<file path="src/rtl/wifi_frame_builder.sv">
// wifi_frame_builder
//
// Bit-serial 802.11a PLCP framer. Emits the preamble, the unscrambled SIGNAL
// field, then the scrambled DATA field (SERVICE, PSDU, tail, pad) for a
// runtime-selected rate and PSDU length.
//
// Ports:
//   i_clk          rising-edge clock
//   i_reset        synchronous active-high reset, aborts any frame
//   i_start        one-cycle frame request, sampled only in IDLE
//   i_rate         SIGNAL RATE code, i_rate[3] is R1
//   i_length       PSDU length in octets
//   i_data_in      PSDU bit, LSB of each octet first
//   i_data_valid   i_data_in is valid this cycle
//   o_data_ready   a PSDU bit is consumed when this and i_data_valid are high
//   o_out_bit      frame bit
//   o_out_valid    o_out_bit is valid
//   o_busy         frame in progress
//   o_done         pulse on the cycle the final frame bit is output
//   o_error        pulse after a rejected start request
module wifi_frame_builder #(
    parameter int unsigned PREAMBLE_BITS    = 96,
    parameter logic [7:0]  PREAMBLE_PATTERN = 8'hAA,
    parameter logic [6:0]  SCRAMBLER_SEED   = 7'h5D,
    parameter bit          ZERO_TAIL        = 1'b1
) (
    input  logic        i_clk,
    input  logic        i_reset,
    input  logic        i_start,
    input  logic [3:0]  i_rate,
    input  logic [11:0] i_length,
    input  logic        i_data_in,
    input  logic        i_data_valid,
    output logic        o_data_ready,
    output logic        o_out_bit,
    output logic        o_out_valid,
    output logic        o_busy,
    output logic        o_done,
    output logic        o_error
);

    typedef enum logic [3:0] {
        StIdle, StPreamble, StSigRate, StSigRsvd, StSigLen, StSigPar, StSigTail,
        StService, StPsdu, StDtail, StPad
    } state_e;

    state_e      r_state,    w_state;
    logic [3:0]  r_rate,     w_rate;
    logic [11:0] r_length,   w_length;
    logic [7:0]  r_ndbps,    w_ndbps;
    logic [7:0]  r_cnt,      w_cnt;       // preamble / small-field bit index
    logic [14:0] r_psdu_cnt, w_psdu_cnt;  // PSDU bits consumed
    logic [7:0]  r_sym_cnt,  w_sym_cnt;   // DATA bits modulo N_DBPS
    logic [6:0]  r_scr,      w_scr;       // r_scr[6] = s7 ... r_scr[0] = s1
    logic        r_out_bit,  w_out_bit;
    logic        r_out_valid, w_out_valid;
    logic        r_busy,     w_busy;
    logic        r_done,     w_done;
    logic        r_error,    w_error;

    logic        w_fb;
    logic [6:0]  w_scr_adv;
    logic [14:0] w_psdu_bits;
    logic        w_sym_last;
    logic [7:0]  w_sym_inc;
    logic [7:0]  w_req_ndbps;
    logic        w_req_legal;

    assign w_fb        = r_scr[6] ^ r_scr[3];
    assign w_scr_adv   = {r_scr[5:0], w_fb};
    assign w_psdu_bits = {r_length, 3'b000};
    assign w_sym_last  = (r_sym_cnt == r_ndbps - 8'd1);
    assign w_sym_inc   = w_sym_last ? 8'd0 : r_sym_cnt + 8'd1;

    assign o_data_ready = (r_state == StPsdu) && (r_psdu_cnt < w_psdu_bits);
    assign o_out_bit    = r_out_bit;
    assign o_out_valid  = r_out_valid;
    assign o_busy       = r_busy;
    assign o_done       = r_done;
    assign o_error      = r_error;

    always_comb begin
        w_req_ndbps = 8'd0;
        w_req_legal = 1'b1;
        case (i_rate)
            4'b1101: w_req_ndbps = 8'd24;
            4'b1111: w_req_ndbps = 8'd36;
            4'b0101: w_req_ndbps = 8'd48;
            4'b0111: w_req_ndbps = 8'd72;
            4'b1001: w_req_ndbps = 8'd96;
            4'b1011: w_req_ndbps = 8'd144;
            4'b0001: w_req_ndbps = 8'd192;
            4'b0011: w_req_ndbps = 8'd216;
            default: w_req_legal = 1'b0;
        endcase
    end

    // Each state names the field whose next bit is produced at the coming edge;
    // the accepting edge in IDLE produces preamble bit 0 itself.
    always_comb begin
        w_state     = r_state;
        w_rate      = r_rate;
        w_length    = r_length;
        w_ndbps     = r_ndbps;
        w_cnt       = r_cnt;
        w_psdu_cnt  = r_psdu_cnt;
        w_sym_cnt   = r_sym_cnt;
        w_scr       = r_scr;
        w_out_bit   = 1'b0;
        w_out_valid = 1'b0;
        w_done      = 1'b0;
        w_error     = 1'b0;
        unique case (r_state)
            StIdle: begin
                if (i_start) begin
                    if (!w_req_legal || (i_length == 12'd0)) begin
                        w_error = 1'b1;
                    end else begin
                        w_rate      = i_rate;
                        w_length    = i_length;
                        w_ndbps     = w_req_ndbps;
                        w_state     = StPreamble;
                        w_out_bit   = PREAMBLE_PATTERN[7];
                        w_out_valid = 1'b1;
                        w_cnt       = 8'd1;
                    end
                end
            end
            StPreamble: begin
                w_out_bit   = PREAMBLE_PATTERN[3'd7 - r_cnt[2:0]];
                w_out_valid = 1'b1;
                w_cnt       = r_cnt + 8'd1;
                if (r_cnt == 8'(PREAMBLE_BITS - 1)) begin
                    w_state = StSigRate;
                    w_cnt   = 8'd0;
                end
            end
            StSigRate: begin
                w_out_bit   = r_rate[2'd3 - r_cnt[1:0]];
                w_out_valid = 1'b1;
                w_cnt       = r_cnt + 8'd1;
                if (r_cnt == 8'd3) begin
                    w_state = StSigRsvd;
                    w_cnt   = 8'd0;
                end
            end
            StSigRsvd: begin
                w_out_valid = 1'b1;
                w_state     = StSigLen;
            end
            StSigLen: begin
                w_out_bit   = r_length[r_cnt[3:0]];
                w_out_valid = 1'b1;
                w_cnt       = r_cnt + 8'd1;
                if (r_cnt == 8'd11) begin
                    w_state = StSigPar;
                    w_cnt   = 8'd0;
                end
            end
            StSigPar: begin
                w_out_bit   = (^r_rate) ^ (^r_length);
                w_out_valid = 1'b1;
                w_state     = StSigTail;
            end
            StSigTail: begin
                w_out_valid = 1'b1;
                w_cnt       = r_cnt + 8'd1;
                if (r_cnt == 8'd5) begin
                    w_state   = StService;
                    w_cnt     = 8'd0;
                    w_scr     = SCRAMBLER_SEED;
                    w_sym_cnt = 8'd0;
                end
            end
            StService: begin
                w_out_bit   = w_fb;
                w_out_valid = 1'b1;
                w_scr       = w_scr_adv;
                w_sym_cnt   = w_sym_inc;
                w_cnt       = r_cnt + 8'd1;
                if (r_cnt == 8'd15) begin
                    w_state    = StPsdu;
                    w_cnt      = 8'd0;
                    w_psdu_cnt = 15'd0;
                end
            end
            StPsdu: begin
                // Stalled cycles leave scrambler and counters untouched.
                if (i_data_valid && o_data_ready) begin
                    w_out_bit   = i_data_in ^ w_fb;
                    w_out_valid = 1'b1;
                    w_scr       = w_scr_adv;
                    w_sym_cnt   = w_sym_inc;
                    w_psdu_cnt  = r_psdu_cnt + 15'd1;
                    if (r_psdu_cnt == w_psdu_bits - 15'd1) begin
                        w_state = StDtail;
                        w_cnt   = 8'd0;
                    end
                end
            end
            StDtail: begin
                w_out_bit   = ZERO_TAIL ? 1'b0 : w_fb;
                w_out_valid = 1'b1;
                w_scr       = w_scr_adv;
                w_sym_cnt   = w_sym_inc;
                w_cnt       = r_cnt + 8'd1;
                if (r_cnt == 8'd5) begin
                    w_cnt = 8'd0;
                    if (w_sym_last) begin
                        w_state = StIdle;
                        w_done  = 1'b1;
                    end else begin
                        w_state = StPad;
                    end
                end
            end
            StPad: begin
                w_out_bit   = w_fb;
                w_out_valid = 1'b1;
                w_scr       = w_scr_adv;
                w_sym_cnt   = w_sym_inc;
                if (w_sym_last) begin
                    w_state = StIdle;
                    w_done  = 1'b1;
                end
            end
            default: w_state = StIdle;
        endcase
        w_busy = (w_state != StIdle);
    end

    always_ff @(posedge i_clk) begin
        if (i_reset) begin
            r_state     <= StIdle;
            r_rate      <= 4'd0;
            r_length    <= 12'd0;
            r_ndbps     <= 8'd0;
            r_cnt       <= 8'd0;
            r_psdu_cnt  <= 15'd0;
            r_sym_cnt   <= 8'd0;
            r_scr       <= SCRAMBLER_SEED;
            r_out_bit   <= 1'b0;
            r_out_valid <= 1'b0;
            r_busy      <= 1'b0;
            r_done      <= 1'b0;
            r_error     <= 1'b0;
        end else begin
            r_state     <= w_state;
            r_rate      <= w_rate;
            r_length    <= w_length;
            r_ndbps     <= w_ndbps;
            r_cnt       <= w_cnt;
            r_psdu_cnt  <= w_psdu_cnt;
            r_sym_cnt   <= w_sym_cnt;
            r_scr       <= w_scr;
            r_out_bit   <= w_out_bit;
            r_out_valid <= w_out_valid;
            r_busy      <= w_busy;
            r_done      <= w_done;
            r_error     <= w_error;
        end
    end

endmodule

</file>
<file path="config.mk">
export PLATFORM = sky130hd
export DESIGN_NAME = wifi_frame_builder
export DESIGN_NICKNAME = d
export VERILOG_FILES = /design/src/rtl/wifi_frame_builder.sv
export SDC_FILE = /design/constraint.sdc
export NUM_CORES = 1
export LEC_CHECK = 0
export ABC_AREA = 1
export CORE_MARGIN = 4
export CORE_UTILIZATION = 35
export DETAILED_ROUTE_END_ITERATION = 16
export GPL_TIMING_DRIVEN = 0
export HOLD_SLACK_MARGIN = 0.03
export MAX_ROUTING_LAYER = met4
export PLACE_DENSITY = 0.48
export SLEW_MARGIN = 20
export SYNTH_ARGS = -nofsm -noshare
export SYNTH_HDL_FRONTEND = slang
export SYNTH_SLANG_ARGS = --single-unit
</file>
<file path="constraint.sdc">
create_clock -name i_clk -period 5.3 [get_ports i_clk]
set_clock_uncertainty 0.1 [all_clocks]
set_input_delay 1.06 -clock i_clk [delete_from_list [all_inputs] [get_ports i_clk]]
set_output_delay 1.06 -clock i_clk [all_outputs]
set_load 0.005 [all_outputs]
</file>
# Word-level counts from Yosys, hierarchy flattened
# Memories as Yosys holds them, arrays and structs flattened.
# Index checks and enable logic that the tools add are counted.
[classes]
addsub = 7
n_lt_le_gt_ge = 4
eq_ne = 31
muxes = 50
bitwise = 6
reduce_logical = 22
[ops]
columns = ["cell", "n"]
rows = [
  ["two-way mux 8 bit", 12],
  ["case mux 8 bit (8 select lines)", 1],
  ["case mux 8 bit (7 select lines)", 1],
  ["two-way mux 4 bit", 12],
  ["case mux 4 bit (11 select lines)", 1],
  ["two-way mux 15 bit", 2],
  ["case mux 15 bit (2 select lines)", 1],
  ["equality test 4 bit, second input constant", 7],
  ["equality test 4 x 3 -> 1 bit, second input constant", 6],
  ["case mux 8 bit (3 select lines)", 1],
  ["case mux 7 bit (3 select lines)", 1],
  ["adder 8 x 1 -> 8 bit, second input constant", 2],
  ["equality test 8 x 4 -> 1 bit, second input constant", 2],
  ["adder 15 x 1 -> 15 bit, second input constant", 1],
  ["equality test 15 bit", 1],
  ["< comparator 15 bit", 1],
  ["subtractor 15 x 1 -> 15 bit, second input constant", 1],
  ["two-way mux 7 bit", 2],
  ["equality test 4 x 2 -> 1 bit, second input constant", 3],
  ["zero test 12 bit", 1],
  ["XOR reduction 12 bit", 1],
  ["two-way mux 1 bit", 11],
  ["AND reduction 3 bit", 3],
  ["OR reduction 9 bit", 1],
  ["other kinds (33)", 45],
]
[totals]
reg_bits = 71
romBits = 8
inputBits = 21
output_inout_bits = 6
word_cells = 134
n_memories = 1
[memory_table]
columns = ["name", "depth", "width", "read_ports", "rd_ports_with_merged_regs", "wr", "line", "source"]
rows = [
  ["(no name shown)", 8, 1, 1, 0, 0, "130", "w_out_bit = PREAMBLE_PATTERN[3'd7 - r_cnt[2:0]];"],
]

# Depth between registers and ports, before layout
# Gate-level depths: netlist of the first run.
[depth]
ltp_word = 9
ltp_mapped = 16
ltp_nobuf = 15

# Worst setup path before layout of the first run
# OpenSTA, ideal clock, no wires.
[synth_path]
kind = "register -> output"
startpoint = "reg r_length[7]"
endpoint = "out o_data_ready"
arrival_ns = 1.259
t_required_ns = 4.140
slack_ns = 2.881
path_stages_with_launch = 8
n_path_buf = 0
path_cell_list = "dfxtp_1 inv_1 ha_1 a21oi_1 o21ai_0 nand2_1 nand3_2 nor2_1"
[synth_via]
elab_chain_len = 2
[synth_lines]
columns = ["item", "line", "source"]
rows = [
  ["start, declared", "49", "logic [11:0] r_length, w_length;"],
  ["start signal, assigned", "250", "r_length <= w_length;"],
  ["< comparator 15 bit", "75", "assign o_data_ready = (r_state == StPsdu) && (r_psdu_cnt < w_psdu_bits);"],
  ["logical AND 1 bit", "75", ""],
  ["end, declared", "34", "output logic o_data_ready,"],
]
# Every way passes these cells.

# Final worst setup path of the first run
[layout_path]
startpoint = "reg r_length[3]"
endpoint = "out o_data_ready"
# Same word-level chain as after synthesis.

==> results of run 1 <==
==> routing by layer <==
layer  global-route usage  vias to the layer above
met1                0.244                     2168
met5                    -                        -
met3               0.0347                       15
met2                0.279                      106
met4               0.0555                        0
li1                     -                     2453
==> cell usage in the layout, fill, tap and decap left out, types with 3 or more instances in the layout <==
| master | n |
|---|---|
| nand2_4 | 3 |
| inv_1 | 71 |
| nor2_2 | 8 |
| nor4_1 | 6 |
| nor2_1 | 100 |
| buf_6 | 4 |
| clkbuf_16 | 9 |
| dfxtp_1 | 69 |
| inv_2 | 12 |
| xnor2_1 | 17 |
| xor2_1 | 23 |
| nand4_1 | 7 |
| nor2_4 | 5 |
| o21ai_1 | 11 |
| nand2_2 | 5 |
| clkdlybuf4s50_1 | 25 |
| a31oi_1 | 4 |
| clkinv_1 | 3 |
| ha_1 | 23 |
| a21oi_1 | 57 |
| clkbuf_1 | 10 |
| nand2_1 | 149 |
| nor3_1 | 16 |
| o21ai_0 | 41 |
| nand3_1 | 50 |
| o21a_1 | 3 |
==> cell families (layout without fill, tap and decap cells) <==
| family | Yosys count | in the layout |
|---|---|---|
| and+or+nand+nor | 361 | 361 |
| AOI/OAI and AO/OA | 129 | 129 |
| buffers and inverters | 107 | 148 |
| DFF | 69 | 69 |
| xor gates and xnor gates | 40 | 40 |
| adders and majority gates | 23 | 23 |
==> path summary, 6_finish.rpt <==
check,start,end,slack [ns],cells after the start
min reg2reg,r_scr[5]$_SDFFE_PP0P_,r_scr[5]$_SDFFE_PP0P_,0.36,2
max,r_length[3]$_SDFFE_PP0P_,o_data_ready,1.75,8
min,r_scr[5]$_SDFFE_PP0P_,r_scr[5]$_SDFFE_PP0P_,0.36,2
max reg2reg,r_length[3]$_SDFFE_PP0P_,r_psdu_cnt[5]$_SDFFE_PP0P_,2.61,11
==> flip-flops by register name (all words and copies together) (netlist names) <==
register / count
r_state: 4
o_done: 1
o_error: 1
r_psdu_cnt: 15
r_cnt: 8
o_out_valid: 1
r_length: 12
r_ndbps: 6
r_scr: 7
o_out_bit: 1
r_rate: 4
o_busy: 1
r_sym_cnt: 8
==> through the flow <==
step / cells / hold WS, ns
after detailed placement: 930 / 0.360
after global placement: 930 / 0.353
final: 946 / 0.364
after global routing: 946 / 0.399
after floorplan: 729 / 0.339
after CTS: 946 / 0.369
==> power by group through the flow <==
| stage | combinational [uW] | clock [uW] | sequential [uW] |
|---|---|---|---|
| finish | 285 | 673 | 559 |
| global route | 322 | 709 | 561 |
| CTS | 286 | 693 | 559 |
| detailed placement | 283 | 0 | 570 |
| global placement | 281 | 0 | 570 |
| floorplan | 208 | 0 | 565 |
==> worst reg2reg max path: cells and delay by family (launching register included) <==
kind	cells	cell delay (ns)
adder cells (fa/ha/maj)	1	0.33
AND/OR/NAND/NOR	5	0.68
AO/OA/AOI/OAI	3	0.75
flip-flops	1	0.38
buffers and inverters	2	0.35
==> cell type report <==
| type | instances | area, um^2 | area share |
|---|---|---|---|
| buffer | 17 | 110 | 0.0194 |
| clock buffer | 11 | 243 | 0.0428 |
| clock inverter | 5 | 82.6 | 0.0146 |
| inverter | 90 | 360 | 0.0635 |
| multi-input combinational | 553 | 3020 | 0.533 |
| sequential | 69 | 1380 | 0.244 |
| tap | 176 | 220 | 0.0388 |
| timing repair buffer | 25 | 250 | 0.0441 |
==> flow_metrics.py, run 1 <==
metrics = {
    "finish": {
        "antennaDiodeCount": 0,
        "fin_util": 0.422,
        "area_growth_pct": 16.3,
        "final_cell_area_um2": 5670,
        "n_fill_cell": 1460,
        "drive_gt1_frac": 0.0935,
        "nNetsFinal": 809,
    },
    "timing": {
        "fin_crit_ns": 3.55,
        "rsz0062_at_grt": "no",
        "final.setup.tns_ns": 0,
        "finalSetupViolCount": 0,
        "fmaxAchievable_mhz": 281,
        "setup_slack_ns": 1.75,
        "post-route-period-util": 0.671,
        "slew_headroom": 0.501,
        "drv_slew": 0,
        "hold_viol": 0,
        "tightest_slew_ns": 0.749,
    },
    "clocking": {
        "postCtsSetupRepairBufs": 0,
        "path_clk_slew_ns": 0.06,
        "h-tree-depth": 3,
        "postCtsResizedCells": 0,
        "cts_tree": "yes",
        "cts.sink_count": 69,
        "cts_root_buf": "clkbuf_16",
        "clkLatencyLatePin_ns": 0.35,
        "hold_buffers": 0,
        "cts_buffers": 9,
        "cts.path.max_buffers": 2,
    },
    "detailed_routing": {
        "drt_iter0_drc": 280,
        "first_pass_iters": 5,
        "met1Wirelength_mm": 6.90,
        "wl_per_cell_um": 14.8,
        "routed_wl_mm": 14.0,
        "wl_met3_um": 658,
        "num_vias": 4742,
        "dr.max_layer_used": "met4",
        "wl_met2_mm": 6.28,
        "route.detailed.drc": 0,
        "routed_via_density": 5.01,
        "ant_nets": 0,
    },
    "grt": {
        "grt_pass1_wl_mm": 22.4,
        "overflow": 0,
        "grt_pass1_vias": 4355,
        "grt_max_degree": 13,
        "grt.total_usage": 0.182,
        "antenna_found_initial": 0,
    },
    "logic_synthesis": {
        "synth-xor-area-share": 0.0719,
        "synth_ff_type": "dfxtp_1",
        "ys_ff_latch": 69,
        "ys_async_sr_fraction": 0,
        "synth_cell_type_count": 48,
        "synth_nets": 773,
        "synth_top_area_share": 0.283,
        "yosysWarnings": 0,
        "synth_common_cells": "nand2_1, nor2_1, inv_1",
        "synth_edf_count": 0,
        "syn-cell-area_um2": 4870,
        "synthCells": 729,
        "synth_compound_area_frac": 0.146,
        "synth_adder_area_share": 0.0590,
        "yosysMostFrequentCell": "nand2_1",
        "synth-simple-area-share": 0.344,
        "synthMuxAreaShare": 0,
        "synth_top_family_by_area": "simple AND/OR/NAND/NOR gates",
        "avgSynthCellArea_um2": 6.69,
        "synth_top_area_cell": "dfxtp_1",
        "seq_area_frac_synth": 0.283,
        "ys_top_cells_by_area": "dfxtp_1, nand2_1, nor2_1",
    },
    "die": {
        "die_area_um2": 15900,
        "io_pins": 27,
        "dieWidth_um": 126,
        "start_util": 0.362,
        "die_h_um": 126,
        "core_um2": 13500,
        "row_count": 42,
    },
    "worst_setup_path": {
        "path_class": "flop to primary output",
        "cpMaxStageDelayCell": "clkdlybuf4s50_1",
        "path_cells": "inv_1 > ha_1 > a21oi_1 > o21ai_0 > nand3_1 > nand3_2 > nor2_1 > clkdlybuf4s50_1",
        "cp_top_family": "buffers and inverters",
        "start_kind": "flop",
        "crit_fanout": 5,
        "cpPeakStageDelay_ns": 0.50,
        "required_ns": 4.14,
        "cp-end-kind": "primary output",
        "path_buf_inv": 2,
        "cp_data_arrival_time_ns": 2.39,
    },
    "power": {
        "vdd_ir_drop_max_mv": 0.155,
        "pwr-share-seq": 0.368,
        "finalPower_uw": 1520,
        "switchingPower_uw": 440,
        "power_frac_clock": 0.444,
        "cellPowerDensity_nw_per_um2": 267,
        "internal_power_uw": 1080,
        "p_sw_frac": 0.290,
        "p_comb_frac": 0.188,
        "p_leak_uw": 0.00239,
    },
    "job": {
        "maxCapViolations": 0,
    },
    "placement": {
        "dp_hpwl_mm": 10.8,
        "gp_congestion": 0.870,
        "dp_slack_ns": 1.72,
        "port_buffers": 25,
        "placed_area_um2": 5350,
    },
    "min_path": {
        "min_path_type": "flop to flop",
    },
    "status": {
        "run_status": "complete, no violations",
    },
}
(Power assumes the default switching activity.)
==> run 2: changes to the inputs <==
- PLACE_DENSITY: 0.48 -> 0.5
- clock period: 5.3 -> 3.26 ns (I/O delays scaled with it)
==> run 2 against run 1 <==
Routed wire length is 2.8% lower. Die area stayed put. Clock-buffer cell count is 2 higher. Non-clock buffer count stayed put. Global-route usage is 0.58 points lower. Sequential power is 63% higher. Flip-flop and latch count stayed put. Sequential share of layout area is 0.054 points higher. Critical path type unchanged. Highest routed layer unchanged.
==> flow_metrics.py, run 2 (synthesis results as in run 1) <==
metrics = {
    "worst_setup_path": {
        "path_cells": "inv_1 > ha_1 > a21oi_1 > o21ai_1 > nand3_1 > nand3_2 > nor2_1 > clkdlybuf4s50_1",
        "cpMaxStageDelayCell": "clkdlybuf4s50_1",
        "crit_fanout": 5,
        "cp-end-kind": "primary output",
        "path_class": "flop to primary output",
        "required_ns": 2.51,
        "start_kind": "flop",
        "cp_data_arrival_time_ns": 2.31,
        "cpPeakStageDelay_ns": 0.51,
    },
    "die": {
        "die_area_um2": 15900,
        "core_um2": 13500,
        "die_h_um": 126,
        "start_util": 0.362,
        "dieWidth_um": 126,
        "io_pins": 27,
        "row_count": 42,
    },
    "placement": {
        "dp_hpwl_mm": 10.6,
        "port_buffers": 25,
        "gp_congestion": 0.877,
        "dp_slack_ns": 0.0521,
        "placed_area_um2": 5350,
    },
    "timing": {
        "fmaxAchievable_mhz": 326,
        "setup_slack_ns": 0.193,
        "finalSetupViolCount": 0,
        "final.setup.tns_ns": 0,
        "fin_crit_ns": 3.07,
        "hold_viol": 0,
        "drv_slew": 0,
        "tightest_slew_ns": 0.757,
        "post-route-period-util": 0.941,
        "slew_headroom": 0.495,
        "rsz0062_at_grt": "no",
        "hold_slack_ns": 0.367,
    },
    "clocking": {
        "cts.path.max_buffers": 2,
        "cts_buffers": 9,
        "h-tree-depth": 3,
        "cts_root_buf": "clkbuf_16",
        "path_clk_slew_ns": 0.06,
        "clkLatencyLatePin_ns": 0.34,
        "cts.sink_count": 69,
        "cts_tree": "yes",
    },
    "grt": {
        "grt_pass1_wl_mm": 21.9,
        "overflow": 0,
        "antenna_found_initial": 0,
        "grt.total_usage": 0.176,
        "grt_max_degree": 12,
        "grt_pass1_vias": 4237,
    },
    "finish": {
        "largest_reg_flops": 15,
        "area_growth_pct": 16.1,
        "antennaDiodeCount": 0,
        "most-common-layout-cells": "nand2_1, nor2_1, inv_1, dfxtp_1, a21oi_1",
        "nNetsFinal": 809,
        "largest_register": "r_psdu_cnt",
        "drive_gt1_frac": 0.0935,
        "layout_commonest_cell": "nand2_1",
        "largestRegisters": "r_psdu_cnt: 15 flops, r_length: 12 flops",
        "final_cell_area_um2": 5660,
    },
    "detailed_routing": {
        "first_pass_iters": 5,
        "drt_iter0_drc": 299,
        "routed_via_density": 4.95,
        "num_vias": 4687,
        "route.detailed.drc": 0,
        "routed_wl_mm": 13.6,
        "wl_per_cell_um": 14.4,
        "ant_nets": 0,
    },
    "job": {
        "maxCapViolations": 0,
    },
    "power": {
        "vdd_ir_drop_max_mv": 0.187,
        "cellPowerDensity_nw_per_um2": 424,
        "p_leak_uw": 0.00238,
    },
    "min_path": {
        "min_path_type": "flop to flop",
    },
    "status": {
        "run_status": "complete, no violations",
    },
}
run 2: cell count changes in the layout (fill, tap and decap cells not counted), sizes merged:
cell and delta:
clkbuf +2, clkinvlp +1, inv -1, clkinv -1, bufinv -1
run 2: per-layer routing:
metal | global-route usage | up-vias | wire length, um
li1 | - | 2455 | -
met1 | 0.247 | 2138 | 6980
met2 | 0.262 | 82 | 6020
met3 | 0.0292 | 12 | 464
met4 | 0.0511 | 0 | 171
met5 | - | - | 0
run 2: layout make-up:
type                       count  area (um^2)
sequential                    69         1380
multi-input combinational    553         3020
clock inverter                 3         42.5
fill                        1443         7790
buffer                        17          110
tap                          176          220
clock buffer                  13          270
inverter                      90          360
timing repair buffer          25          250
run 2: stage by stage:
step / instances / total power, uW / utilization
global route: 946 / 2530 / 0.421
floorplan: 729 / 1260 / -
CTS: 946 / 2430 / 0.421
finish: 946 / 2400 / 0.421
detailed placement: 930 / 1380 / 0.397
global placement: 930 / 1380 / 0.397
run 2: path summary, 6_finish.rpt:
| check | startpoint | to | slack (ns) | cells past startpoint |
|---|---|---|---|---|
| min reg2reg | r_scr[1]$_SDFFE_PP0P_ | r_scr[1]$_SDFFE_PP0P_ | 0.37 | 2 |
| max reg2reg | r_length[3]$_SDFFE_PP0P_ | r_cnt[0]$_SDFFE_PP0P_ | 0.62 | 11 |
| max | r_length[3]$_SDFFE_PP0P_ | o_data_ready | 0.19 | 8 |
| min | r_scr[1]$_SDFFE_PP0P_ | r_scr[1]$_SDFFE_PP0P_ | 0.37 | 2 |
run 2: repair_timing:
action,in CTS,in global routing
buffers inserted,0,0
hold buffers,0,0
setup endpoints to repair,0,1
resized for setup,0,1
run 2: where the power goes:
part,internal [uW],switching [uW]
logic,180,280
registers,877,32.4
clock network,654,376
total,1710,689
run 2: worst max-delay path, delay by kind of cell, from the launching register on:
| kind | cells | cell delay [ns] |
|---|---|---|
| compound gates | 2 | 0.28 |
| buf+inv | 2 | 0.64 |
| simple gates | 3 | 0.37 |
| fa+ha+maj | 1 | 0.33 |
| flops | 1 | 0.38 |
==> run 3: changes to the inputs <==
- PLACE_DENSITY: 0.5 -> 0.48
- REMOVE_ABC_BUFFERS: unset -> 1
- clock period: 3.26 -> 3.2 ns (I/O delays scaled with it)
==> run 3 against run 2 <==
Register-to-register slack better by 0.05 ns. Critical path depth stayed put. Cell count is 1.5% lower. Highest routed layer unchanged. Clock power hardly changed. Flip-flop and latch count stayed put.
==> flow_metrics.py, run 3 (synthesis results as in run 1) <==
metrics = {
    "status": {
        "run_status": "complete, no violations",
    },
    "worst_setup_path": {
        "start_kind": "flop",
        "reg2reg_slack_ns": 0.67,
        "cp_data_arrival_time_ns": 2.29,
        "path_class": "flop to primary output",
        "crit_fanout": 5,
        "required_ns": 2.46,
        "cp-end-kind": "primary output",
    },
    "finish": {
        "nNetsFinal": 795,
        "n_fill_cell": 1477,
        "largestRegisters": "r_psdu_cnt: 15 flops, r_length: 12 flops",
        "most-common-layout-cells": "nand2_1, nor2_1, inv_1, dfxtp_1, a21oi_1",
        "largest_reg_flops": 15,
        "drive_gt1_frac": 0.0899,
        "area_growth_pct": 14.2,
        "layout_commonest_cell": "nand2_1",
        "largest_register": "r_psdu_cnt",
        "antennaDiodeCount": 0,
    },
    "job": {
        "maxCapViolations": 0,
    },
    "clocking": {
        "cts.sink_count": 69,
        "cts_tree": "yes",
        "postCtsSetupRepairBufs": 0,
        "path_clk_slew_ns": 0.06,
        "hold_buffers": 0,
        "cts.path.max_buffers": 2,
        "clkLatencyLatePin_ns": 0.35,
        "h-tree-depth": 3,
        "cts_buffers": 9,
        "cts_root_buf": "clkbuf_16",
    },
    "timing": {
        "fmaxAchievable_mhz": 330,
        "slew_headroom": 0.336,
        "drv_slew": 0,
        "final.setup.tns_ns": 0,
        "finalSetupViolCount": 0,
        "hold_viol": 0,
        "rsz0062_at_grt": "no",
        "setup_slack_ns": 0.173,
        "fin_crit_ns": 3.03,
        "tightest_slew_ns": 0.990,
        "post-route-period-util": 0.946,
    },
    "grt": {
        "overflow": 0,
        "grt_pass1_wl_mm": 21.6,
        "antenna_found_initial": 0,
        "grt_max_degree": 34,
        "grt.total_usage": 0.171,
        "grt_pass1_vias": 4476,
    },
    "detailed_routing": {
        "drt_iter0_drc": 263,
        "wl_per_cell_um": 13.3,
        "ant_nets": 0,
        "first_pass_iters": 4,
        "routed_via_density": 4.87,
        "route.detailed.drc": 0,
        "routed_wl_mm": 12.4,
        "num_vias": 4543,
    },
    "placement": {
        "dp_slack_ns": -0.124,
        "port_buffers": 26,
        "dp_hpwl_mm": 9.54,
        "gp_congestion": 0.881,
    },
    "die": {
        "start_util": 0.362,
        "io_pins": 27,
        "die_h_um": 126,
        "row_count": 42,
        "die_area_um2": 15900,
        "dieWidth_um": 126,
        "core_um2": 13500,
    },
    "power": {
        "p_leak_uw": 0.00233,
        "cellPowerDensity_nw_per_um2": 429,
        "vdd_ir_drop_max_mv": 0.232,
    },
    "min_path": {
        "min_path_type": "flop to flop",
    },
}
## run 3: where the power goes
| group | total [uW] | switching, uW | internal, uW |
|---|---|---|---|
| logic | 453 | 273 | 180 |
| registers | 930 | 37.1 | 893 |
| clock network | 1000 | 396 | 606 |
| total | 2380 | 706 | 1680 |
## run 3: layout make-up
type                            instances  area, um^2  area share
Clock buffer                           11         233      0.0418
Clock inverter                          5        60.1      0.0108
Inverter                               90         360      0.0647
Multi-Input combinational cell        553        3030       0.545
Sequential cell                        69        1380       0.248
Tap cell                              176         220      0.0396
Timing Repair Buffer                   28         278      0.0499
## run 3: layer usage
layer,wire length (um),up-vias,share of wire,global-route usage
met2,5890,62,0.47,0.279
met3,412,19,0.033,0.0411
li1,-,2418,-,-
met5,0,-,0,-
met4,187,0,0.015,0.0524
met1,5940,2044,0.48,0.209
## run 3: timing repair
action	in CTS	in global routing
resized for setup	0	4
endpoints found under the hold margin	0	0
setup endpoints to repair	0	1
## run 3: worst max-delay path, stage by stage (launching register included)
cell,delay [ns]
dfxtp_1,0.40
inv_2,0.09
ha_1,0.31
a21oi_1,0.15
o21ai_1,0.11
nand3_1,0.15
nand3_4,0.12
nor2_2,0.11
clkdlybuf4s50_1,0.51
## run 3: stage by stage
stage                      util  total power, uW  std cells  hold slack, ns  area [um^2]
after floorplan               -             1270        712           0.335         4760
after global placement    0.390             1390        914           0.352         5250
after detailed placement  0.391             1400        916           0.358         5260
after CTS                 0.413             2420        932           0.367         5560
after global routing      0.414             2540        932           0.394         5570
final                     0.414             2380        932           0.364         5570
## run 3: path summary, 6_finish.rpt
path	startpoint	end	depth (start not counted)
setup / recovery	r_length[3]$_SDFFE_PP0P_	o_data_ready	8
hold / removal	r_scr[1]$_SDFFE_PP0P_	r_scr[1]$_SDFFE_PP0P_	2
hold reg to reg	r_scr[1]$_SDFFE_PP0P_	r_scr[1]$_SDFFE_PP0P_	2
setup reg to reg	r_length[3]$_SDFFE_PP0P_	r_psdu_cnt[10]$_SDFFE_PP0P_	12
